**src/rtl/jk_op_arbiter.sv**
```systemverilog
// jk_op_arbiter
//   Two-requester round-robin arbiter in front of one shared JK flip-flop.
//   A granted requester's 2-bit opcode (00 hold, 01 reset, 10 set, 11 toggle)
//   is latched in IDLE. It drives J/K for the single APPLY cycle. It is then
//   acknowledged in RESP with the updated Q. Each operation takes exactly three
//   cycles (IDLE sample, APPLY, RESP).
//
// Parameters
//   RR_INIT   requester favoured first after reset (0 or 1)
// Ports
//   clk       clock, rising edge
//   rst       asynchronous active-high reset
//   req0/op0  requester 0 request level and opcode
//   req1/op1  requester 1 request level and opcode
//   gnt0/1    grant pulse, high during APPLY for the selected requester
//   ack0/1    completion pulse, high during RESP; Q is valid then
//   J/K       drive to the shared JK element (non-zero only in APPLY)
//   Q/Qb      shared flip-flop state and its complement
//   busy      high whenever the FSM is not IDLE
//   ops_done  8-bit wrapping count of completed operations
module jk_op_arbiter #(
  parameter int unsigned RR_INIT = 0
) (
  input  logic       clk,
  input  logic       rst,
  input  logic       req0,
  input  logic [1:0] op0,
  input  logic       req1,
  input  logic [1:0] op1,
  output logic       gnt0,
  output logic       gnt1,
  output logic       ack0,
  output logic       ack1,
  output logic       J,
  output logic       K,
  output logic       Q,
  output logic       Qb,
  output logic       busy,
  output logic [7:0] ops_done
);

  typedef enum logic [1:0] {
    IDLE  = 2'd0,
    APPLY = 2'd1,
    RESP  = 2'd2
  } state_t;

  state_t     state_q, state_d;
  logic       sel_q, sel_d;    // selected requester (0/1)
  logic [1:0] op_q, op_d;      // latched opcode of the selected requester
  logic       rr_q, rr_d;      // requester favoured on contention
  logic       q_q, q_d;
  logic [7:0] ops_q, ops_d;
  logic       t_w;

  localparam logic RR_RESET = (RR_INIT != 0);

  // State register
  always_ff @(posedge clk or posedge rst) begin
    if (rst) begin
      state_q <= IDLE;
    end else begin
      state_q <= state_d;
    end
  end

  // Next-state and datapath next values
  always_comb begin
    state_d = state_q;
    sel_d   = sel_q;
    op_d    = op_q;
    rr_d    = rr_q;
    ops_d   = ops_q;
    unique case (state_q)
      IDLE: begin
        if (req0 || req1) begin
          // Contention goes to the pointer; otherwise to the lone requester.
          if (req0 && req1) begin
            sel_d = rr_q;
          end else begin
            sel_d = req1;
          end
          op_d    = sel_d ? op1 : op0;
          state_d = APPLY;
        end
      end
      APPLY: begin
        state_d = RESP;
      end
      RESP: begin
        rr_d    = ~sel_q;
        ops_d   = ops_q + 8'd1;
        state_d = IDLE;
      end
      default: begin
        state_d = IDLE;
      end
    endcase
  end

  // Outputs
  always_comb begin
    gnt0 = 1'b0;
    gnt1 = 1'b0;
    ack0 = 1'b0;
    ack1 = 1'b0;
    J    = 1'b0;
    K    = 1'b0;
    busy = (state_q != IDLE);
    if (state_q == APPLY) begin
      gnt0 = ~sel_q;
      gnt1 = sel_q;
      unique case (op_q)
        2'b00: begin J = 1'b0; K = 1'b0; end
        2'b01: begin J = 1'b0; K = 1'b1; end
        2'b10: begin J = 1'b1; K = 1'b0; end
        default: begin J = 1'b1; K = 1'b1; end
      endcase
    end
    if (state_q == RESP) begin
      ack0 = ~sel_q;
      ack1 = sel_q;
    end
  end

  // JK element realised as a T flip-flop; J/K are zero outside APPLY,
  // so it only changes on the edge that ends APPLY.
  assign t_w = (J & ~q_q) | (K & q_q);
  assign q_d = q_q ^ t_w;

  always_ff @(posedge clk or posedge rst) begin
    if (rst) begin
      sel_q <= 1'b0;
      op_q  <= '0;
      rr_q  <= RR_RESET;
      q_q   <= 1'b0;
      ops_q <= '0;
    end else begin
      sel_q <= sel_d;
      op_q  <= op_d;
      rr_q  <= rr_d;
      q_q   <= q_d;
      ops_q <= ops_d;
    end
  end

  assign Q        = q_q;
  assign Qb       = ~q_q;
  assign ops_done = ops_q;

endmodule

```
**config.mk**
```make
export PLATFORM = sky130hd
export DESIGN_NAME = jk_op_arbiter
export DESIGN_NICKNAME = d
export VERILOG_FILES = /design/src/rtl/jk_op_arbiter.sv
export SDC_FILE = /design/constraint.sdc
export NUM_CORES = 1
export LEC_CHECK = 0
export BUFFER_PORTS_ARGS = -buffer_cell sky130_fd_sc_hd__buf_2
export CORE_ASPECT_RATIO = 1.2
export CORE_MARGIN = 2
export CORE_UTILIZATION = 40
export CTS_CLUSTER_DIAMETER = 50
export DETAILED_ROUTE_END_ITERATION = 7
export GPL_TIMING_DRIVEN = 1
export PLACE_DENSITY = 0.76
export SLEW_MARGIN = 20
export SYNTH_ARGS = -nofsm -noshare
export SYNTH_HDL_FRONTEND = slang
export SYNTH_SLANG_ARGS = --single-unit
export TNS_END_PERCENT = 5
```
**constraint.sdc**
```tcl
create_clock -name clk -period 1.5 [get_ports clk]
set_input_delay 0.45 -clock clk [delete_from_list [all_inputs] [get_ports clk]]
set_output_delay 0.45 -clock clk [all_outputs]
set_load 0.005 [all_outputs]
```
Yosys cells after proc, flatten, opt, wreduce, memory -nomap -nowiden. Cells that the tools add are included.

Multipliers: 0. $lt $le $gt $ge: 0. Add/subtract/negate cells: 1. Bitwise operators: 6. Reduce and logical (&&, ||, !) cells: 8. Shifts and indexed selects: 0. Multiplexer cells: 14. Eq/ne operators: 5. Divide/modulo/power cells: 0.

Operators by type and width (number): $mux W1 (11); $add A8 B1 Y8 const B (1); $eq A2 B1 Y1 const B (2); $eq A2 B2 Y1 const B (2); $logic_not A2 Y1 (2); $mux W2 (2); $pmux W2 S2 (1); $reduce_or A2 Y1 (2); $and A1 B1 Y1 (2); $ne A2 B2 Y1 const B (1); $not A1 Y1 (2); $reduce_and A2 Y1 (1); $reduce_bool A2 Y1 (1); $logic_and A1 B1 Y1 (1); $logic_or A1 B1 Y1 (1); $or A1 B1 Y1 (1); $xor A1 B1 Y1 (1).

Latch bits: 0. Word-level logic and storage cells: 40. Memories kept: 0. Memory bits (read-only): 0. Register bits after elaboration: 15. RAM bits: 0.

Logic depth before layout (Yosys ltp).
Word-level depth: 7. Gate-level depth with buffers: 4.

Least setup slack after synthesis. Ideal clock, no wire load.

Path type: reg2out. From: register state_q[1]. To: output port ack1. Setup slack: 0.163 ns. Arrival: 0.887 ns. Required time: 1.050 ns. Stages on the path, launching flop included: 4. Path through: dfrtp_1 > nor2b_1 > clkbuf_1 > and2_1.

Word-level cells in the longest chain between the ends: 2.

RTL lines: from (decl) (line 48) `state_t state_q, state_d;`; from (signal assigned) (line 63) `state_q <= state_d;`; $eq A2 B2 Y1 (line 120) `if (state_q == RESP) begin`; $mux W1 (line 120); to (decl) (line 33) `output logic ack1,`.

Every way passes these cells.

Final worst setup path.
From: register state_q[0]. To: output port K.

Word-level cells in the longest chain between the ends: 2.

RTL lines: $eq A2 B1 Y1 (line 110) `if (state_q == APPLY) begin`; $mux W1 (line 110); to (decl) (line 35) `output logic K,`.

Every way passes these cells.

==> out/metrics.cfg <==
[run_status]
status = complete, but fails checks
violations = negative setup slack

[flow_run]
maxCapViolations = 0

[sta]
tightest_slew_ns = 0.5652
setup_ws_ns = -0.1074
final.period_utilization_pct = 107.2
hold_slack_ns = 0.2094
slew_violations = 0
final.setup_skew_ns = 0.002893
rsz0062_at_grt = true
fmax_ghz = 0.6221
hold_viol_final = 0
final-setup-viol-count = 7
slew_headroom_pct = 62.28
period_needed_ns = 1.607

[pwr]
pwr-share-clk_pct = 12.9
net-switching-power_uw = 614.4
pwr-share-seq_pct = 42.8
p_sw_share_pct = 35.25
combPwrFrac_pct = 44.3
leakage_nw = 0.4768
ir_worst_vdd_v = 0.0007002
powerDensity_nw_per_um2 = 1893
p_int_mw = 1.128

[setup_path]
cp.required_ns = 1.05
setup.worst_path.start_class = flip-flop
cp_slowest_cell = dfrtp_1
cp_max_fo = 5
crit_path_end_kind = primary output
worstPathCellList = nor2b_4 > and2_4 > buf_6
max_stage_delay_ns = 0.43
path_class = reg2out
crit_arrival_ns = 1.16
ff2ff_path_depth = 3

[floorplanning]
initial_core_util_pct = 42.30
io_pins = 25
coreArea_um2 = 1642
dieArea_um2 = 2087
dieWidth_um = 42.04
fp-row-count = 16
die_h_um = 49.64

[synth]
seq_area_frac_synth_pct = 54.05
avgSynthCellArea_um2 = 10.85
syn_nets = 73
syn_inst = 64
ys_warn_count = 0
yosys.area.top_type = dfrtp_1
netlist_area_um2 = 694.4
synth_top_area_share_pct = 54.05
synthTopCellsByArea = dfrtp_1 (54%), xor2_1 (5.0%), xnor2_1 (3.8%), and2_1 (3.6%), nor2b_1 (3.6%)
ys_ff_latch = 15
ys_types = 24

[routing]
drtIter0Drc = 6
firstDrtPassIters = 4
viasPerCell = 5.106
routed_wl_mm = 1.374
drc = 0
post_drt_wl_per_cell_um = 12.16
antenna_left = 0
vias = 577

[place]
dp_hpwl_um = 961.1
post-place-ws_ns = 0.08223
portBuffers = 24
place_congestion = 0.7711
dpl.cell_count = 105

[global_route]
grt_overflow = 0
grt_util_all_layers_pct = 14.66
antenna_found_initial = 0
grt_pass1_vias = 548
grt_max_degree = 16
grt_pass1_wl_mm = 2.242

[finish]
drive_gt1_share_pct = 38.95
seqCellArea_um2 = 375.4
most-common-layout-cells = buf_2 (22), dfrtp_1 (15), nor2_1 (5), buf_4 (5)
n_fill_cell = 145
n_antenna_cell = 0
multi_input_area_um2 = 319.1
final_common_cell = buf_2
finalNonFillerCells = 113
finalNetCount = 105
syn_to_final_growth_pct = 32.61

[cts]
cts_root_buffer = clkbuf_4
clkTransAtPathRegs_ns = 0.08
cts_hold_buf = 0
cts_buffer_depth = 2
worstSkewPairLatency_ns = 0.28
h-tree-depth = 1
cts_tree = built
cts.sinks = 15
cts_buffers = 3

[worst_hold_path]
hold_class = in2async

[stage by stage]
stage          util, %  cell area, um2  TNS (ns)  total power [mW]
2_1_floorplan        -           694.4         0             1.123
3_3_place_gp     50.53           829.5         0             1.333
3_5_place_dp     50.53           829.5         0             1.357
4_1_cts          55.18           905.9   -0.7557             1.713
5_1_grt          56.10           920.9    -1.105             1.878
6_report         56.10           920.9   -0.6871             1.743
[final timing paths]
check	start	slack (ns)	end
max	state_q[0]	-0.11	K
min	rst	0.21	ops_done[3]
max reg2reg	state_q[1]	0.15	op_q[1]
min reg2reg	ops_done[7]	0.47	ops_done[7]
max in group asynchronous	rst	0.92	op_q[0]
min in group clk	req1	0.45	sel_q
[Yosys cell counts, drive strengths merged]
master  instances
a21boi          2
a21oi           2
a311o           2
and2            4
and3            1
buf             1
clkbuf          1
dfrtp          15
ha              1
inv             2
mux2            1
nand2           4
nand2b          1
nand3b          1
nand4           3
nor2            5
nor2b           4
nor3            2
o21ai           2
o22a            2
or2             1
xnor2           3
xor2            4
[flip-flops by register name (all words and copies together), names as in the netlist]
signal and flops:
rr_q 1, ops_done 8, sel_q 1, op_q 2, state_q 2, Q 1
[metal layers]
layer / vias up / track usage (%) / wire (um)
met5: - / 0 / 0
met4: 0 / 12.50 / 46
met3: 5 / 2.198 / 60
met2: 18 / 23.70 / 670
met1: 273 / 16.67 / 597
li1: 281 / - / -
[cell families (layout without fill, tap and decap cells)]
family          count (synthesis)  after routing  share of synthesized area [%]
fa+ha+maj                       1              1                          1.802
simple gates                   26             26                          20.00
flops                          15             15                          54.05
buf+inv                         4             35                          3.243
xor+xnor                        7              7                          8.829
compound gates                 10             10                          10.45
mux                             1              1                          1.622
[layout make-up]
class	count	area share (%)
multi-input combinational	45	34.65
clock buffer	4	2.853
tap	18	2.446
inverter	2	0.8152
sequential	15	40.76
timing repair buffer	29	18.48
[power groups by stage]
stage,Clock [mW],Sequential [mW],Combinational (mW)
after global routing,0.253,0.777,0.848
after global placement,0,0.726,0.607
after detailed placement,0,0.736,0.621
after CTS,0.233,0.746,0.734
after floorplan,0,0.711,0.412
final,0.224,0.746,0.772
[timing repair]
| action | in CTS | in global routing |
|---|---|---|
| pin swaps | 3 | 1 |
| gates resized for setup | 9 | 0 |
| hold endpoints to repair | 0 | 0 |
| setup endpoints to repair | 7 | 7 |
| setup buffers | 2 | 2 |
[critical path: cells and delay by family, from the launching register on]
kind	cells	cell delay, ns
simple gates	2	0.36
buf+inv	1	0.09
flops	1	0.43
Power figures use the tool's default switching activity.
